[config.mk]
export PLATFORM = sky130hd
export DESIGN_NAME = alu_ctrl_decode
export DESIGN_NICKNAME = d
export VERILOG_FILES = /design/src/rtl/alu_ctrl_decode.sv
export SDC_FILE = /design/constraint.sdc
export NUM_CORES = 1
export LEC_CHECK = 0
export CAP_MARGIN = 15
export CORE_MARGIN = 4
export CORE_UTILIZATION = 40
export DETAILED_ROUTE_END_ITERATION = 16
export GPL_TIMING_DRIVEN = 0
export HOLD_SLACK_MARGIN = 0.02
export PLACE_DENSITY = 0.77
export SETUP_SLACK_MARGIN = 0.02
export SYNTH_ARGS = -nofsm -noshare
export SYNTH_HDL_FRONTEND = slang
export SYNTH_SLANG_ARGS = --single-unit
[constraint.sdc]
create_clock -name clk -period 1 [get_ports clk]
set_clock_uncertainty 0.05 [all_clocks]
set_input_delay 0.25 -clock clk [delete_from_list [all_inputs] [get_ports clk]]
set_output_delay 0.25 -clock clk [all_outputs]
set_load 0.05 [all_outputs]
[src/rtl/alu_ctrl_decode.sv]
// Registered MIPS ALU control decoder: op/funct -> 4-bit ALUop plus syscall/jr/shamt/illegal flags.
// Define ALU_CTRL_DECODE_MULDIV_EN to decode mult/multu/div/divu; otherwise those functs are illegal.
module alu_ctrl_decode (
    input  logic       clk,
    input  logic       rst_n,
    input  logic       in_valid,
    input  logic [5:0] op,
    input  logic [5:0] ft,
    output logic       out_valid,
    output logic [3:0] ALUop,
    output logic       IsSyscall,
    output logic       IsJR,
    output logic       IsShamt,
    output logic       IsIllegal
);

    // Valid semantics: in_valid qualifies op/ft in the same cycle and there is no ready;
    // out_valid is in_valid delayed one edge and qualifies every registered output.
    localparam logic [3:0] ALU_SLL  = 4'b0000;
    localparam logic [3:0] ALU_SRA  = 4'b0001;
    localparam logic [3:0] ALU_SRL  = 4'b0010;
    localparam logic [3:0] ALU_MUL  = 4'b0011;
    localparam logic [3:0] ALU_DIV  = 4'b0100;
    localparam logic [3:0] ALU_ADD  = 4'b0101;
    localparam logic [3:0] ALU_SUB  = 4'b0110;
    localparam logic [3:0] ALU_AND  = 4'b0111;
    localparam logic [3:0] ALU_OR   = 4'b1000;
    localparam logic [3:0] ALU_XOR  = 4'b1001;
    localparam logic [3:0] ALU_NOR  = 4'b1010;
    localparam logic [3:0] ALU_SLT  = 4'b1011;
    localparam logic [3:0] ALU_SLTU = 4'b1100;

    localparam logic [5:0] OP_SPECIAL = 6'b000000;

    typedef struct packed {
        logic [3:0] alu_op;
        logic       is_syscall;
        logic       is_jr;
        logic       is_shamt;
        logic       is_illegal;
    } decode_t;

    decode_t funct_dec;
    decode_t opcode_dec;
    decode_t dec_d;
    decode_t dec_q;
    logic    valid_d;
    logic    valid_q;

    // R-type funct decoder
    always_comb begin
        funct_dec = '0;
        unique case (ft)
            6'b100000, 6'b100001: funct_dec.alu_op = ALU_ADD;
            6'b100010, 6'b100011: funct_dec.alu_op = ALU_SUB;
            6'b100100:            funct_dec.alu_op = ALU_AND;
            6'b100101:            funct_dec.alu_op = ALU_OR;
            6'b100110:            funct_dec.alu_op = ALU_XOR;
            6'b100111:            funct_dec.alu_op = ALU_NOR;
            6'b101010:            funct_dec.alu_op = ALU_SLT;
            6'b101011:            funct_dec.alu_op = ALU_SLTU;
            6'b000000: begin
                funct_dec.alu_op   = ALU_SLL;
                funct_dec.is_shamt = 1'b1;
            end
            6'b000010: begin
                funct_dec.alu_op   = ALU_SRL;
                funct_dec.is_shamt = 1'b1;
            end
            6'b000011: begin
                funct_dec.alu_op   = ALU_SRA;
                funct_dec.is_shamt = 1'b1;
            end
            6'b000100:            funct_dec.alu_op = ALU_SLL;
            6'b000110:            funct_dec.alu_op = ALU_SRL;
            6'b000111:            funct_dec.alu_op = ALU_SRA;
            6'b001000:            funct_dec.is_jr      = 1'b1;
            6'b001100:            funct_dec.is_syscall = 1'b1;
`ifdef ALU_CTRL_DECODE_MULDIV_EN
            6'b011000, 6'b011001: funct_dec.alu_op = ALU_MUL;
            6'b011010, 6'b011011: funct_dec.alu_op = ALU_DIV;
`endif
            default:              funct_dec.is_illegal = 1'b1;
        endcase
    end

    // I-type / branch / memory opcode decoder; never raises the R-type-only flags
    always_comb begin
        opcode_dec = '0;
        unique case (op)
            6'b001000, 6'b001001,
            6'b100011, 6'b101011: opcode_dec.alu_op = ALU_ADD;
            6'b000100, 6'b000101: opcode_dec.alu_op = ALU_SUB;
            6'b001100:            opcode_dec.alu_op = ALU_AND;
            6'b001101:            opcode_dec.alu_op = ALU_OR;
            6'b001110:            opcode_dec.alu_op = ALU_XOR;
            6'b001010:            opcode_dec.alu_op = ALU_SLT;
            6'b001011:            opcode_dec.alu_op = ALU_SLTU;
            default:              opcode_dec.is_illegal = 1'b1;
        endcase
    end

    always_comb begin
        dec_d   = (op == OP_SPECIAL) ? funct_dec : opcode_dec;
        valid_d = in_valid;
    end

    // Decode is captured every edge regardless of in_valid
    always_ff @(posedge clk or negedge rst_n) begin
        if (!rst_n) begin
            dec_q   <= '0;
            valid_q <= 1'b0;
        end else begin
            dec_q   <= dec_d;
            valid_q <= valid_d;
        end
    end

    assign out_valid = valid_q;
    assign ALUop     = dec_q.alu_op;
    assign IsSyscall = dec_q.is_syscall;
    assign IsJR      = dec_q.is_jr;
    assign IsShamt   = dec_q.is_shamt;
    assign IsIllegal = dec_q.is_illegal;

endmodule

==> out/qor.csv <==
metric,value,unit
syn_inst,74,
cts_buffers,3,
place_inst,106,
ios,24,
ys_seq_elements,9,
synthMuxAreaShare,4.37,%
pwr-share-comb,40.3,%
routed_wl,2130,um
intPower,0.740,mW
required,700,ps
first_iter_violations,13,
synth_area_leaders,"dfrtp_1 (33%), o32ai_1 (6.4%), mux2i_1 (4.4%)",
netlist_area,687,um2
wl_per_cell,17.9,um
synth_top_family_by_area,simple AND/OR/NAND/NOR gates,
stdcell_count,119,
pre_cts_ws,-892,ps
nets,119,
path_delay_family,flip-flops,
die_h,49.4,um
tritoncts,yes,
rsz0062_at_grt,true,
cts.sinks,9,
setup_viol,12,
io_buffers,16,
final.min_clock_period,1080,ps
antenna_found_initial,0,
cts-root-buf,clkbuf_4,
synth_compound_area_share,25.0,%
setup.worst_path.start_class,flop,
pwr_density_cell,873,mW/mm2
violations,setup timing,
drv_slew,0,
cp.buffers_inverters,1,
vias_per_cell,5.93,
syn_nets,89,
dp_hpwl,1240,um
max_freq,923,MHz
gr-total-overflow,0,
setup.worst_path.class,flop to primary output,
synth_xor_area_share,2.55,%
finalSetupTns,-794,ps
area_growth_syn_to_layout,81.8,%
finalHoldViolations,0,
synth_warnings,0,
max_slew_margin,74.5,%
die_w,49.4,um
maxCapViolCount,0,
slowest_stage,dfrtp_1,
hold_path_class,primary input to flop,
leakagePower,0.511,nW
postRouteAntennaNets,0,
antenna_cells,0,
ctsHoldBuffers,0,
power_switching,0.351,mW
cts_max_level,1,
hp-start,op[4],
avgSynthCellArea,9.28,um2
synthArstFlopShare,100,%
cts.path.max_buffers,2,
status,"finished, violations left",
drive_gt1_share,58.3,%
end_kind,primary output,
tightest_slew,381,ps
core,0.00156,mm2
fin_ws,-83.0,ps
grt_pass1_wl,3030,um
place_congestion,0.828,
n_fill_cell,90,
start_util,44.1,%
synth-seq-area-share,32.8,%
p_seq_share,34.9,%
p_clk_share,24.8,%
cp-startpoint,ALUop[0],
synth_ff_type,dfrtp_1,
dieArea,0.00244,mm2
synth.distinct_cells,37,
clk_pin_slew,60,ps
crit_path_max_fanout,1,
cpPeakStageDelay,380,ps
vias,706,
first_pass_iters,4,
crit_arrival,780,ps
synth_edf_count,0,
netlist.top_cell.by_area,dfrtp_1,
grt_max_degree,11,
grtUsageTotal,15.8,%
fp-row-count,14,
first_global_vias,668,
synth_simple_gate_area_share,25.3,%
post-route-period-util,108,%
sw_frac_of_total,32.2,%
ir_worst_vdd,440,uV
cp_cell_sequence,buf_6,
drc,0,
synth_top_area_share,32.8,%
synthAdderAreaFrac,0,%
power,1.09,mW
## layout make-up
cell class	instances	area (um2)	share of cell area [%]
multi-input combinational	54	582	46.6
timing repair buffer	25	263	21.0
sequential	9	225	18.0
buffer	8	119	9.52
clock buffer	4	26.3	2.10
tap	16	20.0	1.60
inverter	3	13.8	1.10
## placed cells by master, fill, tap and decap left out, drive strengths merged
master / n
buf: 30
dfrtp: 9
nand2: 5
nor2: 5
a21oi: 5
o32ai: 5
clkbuf: 4
nor2b: 4
mux2i: 3
inv: 3
o21a: 2
clkdlybuf4s50: 2
or2: 2
nor3b: 2
nor4: 2
xor2: 2
nand3: 1
a2bb2oi: 1
nand4: 1
a22o: 1
nor4b: 1
o21ba: 1
a211oi: 1
a31oi: 1
nand2b: 1
a2111oi: 1
o21ai: 1
nor3: 1
and4: 1
and3: 1
o311a: 1
o31ai: 1
a22oi: 1
dlygate4sd2: 1
## logic make-up after synthesis
kind of cell    count (synthesis)
compound gates                 22
simple gates                   27
xor+xnor                        2
flops                           9
buf+inv                        11
mux                             3
## per-layer routing
layer | share of wire, % | wire length [um] | GRT usage (%) | up-vias
met2 | 48 | 1030 | 29.7 | 32
met5 | 0 | 0 | 0 | -
met3 | 5.9 | 126 | 3.67 | 6
li1 | - | - | - | 336
met1 | 43 | 913 | 17.5 | 332
met4 | 2.6 | 56 | 4.61 | 0
## worst paths after layout
kind / to / slack (ps) / cells after the start
setup / recovery: ALUop[0] / -80 / 1
hold / removal: ALUop[0] / 170 / 2
max in group asynchronous: ALUop[2] / 400 / 1
min in group asynchronous: IsJR / 230 / 1
## power groups by stage
stage | clock network [mW] | logic [mW] | registers [mW]
after global routing | 0.299 | 0.463 | 0.382
final | 0.270 | 0.439 | 0.381
after CTS | 0.277 | 0.360 | 0.381
after floorplan | 0 | 0.171 | 0.426
after global placement | 0 | 0.299 | 0.384
after detailed placement | 0 | 0.306 | 0.385
## synth_stat cells, drive strengths merged (3+ instances only)
cell   n
a21oi  5
inv    3
o32ai  5
buf    8
nand2  5
mux2i  3
nor2b  4
nor2   5
dfrtp  9
## registers in the layout, summed over array words and instances (netlist names)
register   count
IsIllegal      1
IsSyscall      1
IsShamt        1
out_valid      1
IsJR           1
ALUop          4
## repair_timing
| item | in CTS | in global routing |
|---|---|---|
| setup endpoints to repair | 17 | 16 |
| resized for setup | 104 | 23 |
| pin swaps | 9 | 12 |
| buffers inserted | 5 | 4 |
## through the flow
| step | area, um2 | hold slack, ps | utilization, % |
|---|---|---|---|
| floorplan | 751 | -95.6 | - |
| global placement | 931 | 500 | 59.7 |
| detailed placement | 931 | 499 | 59.7 |
| CTS | 1090 | 155 | 69.8 |
| global route | 1250 | 157 | 80.1 |
| finish | 1250 | 169 | 80.1 |
(Power assumes the default switching activity.)
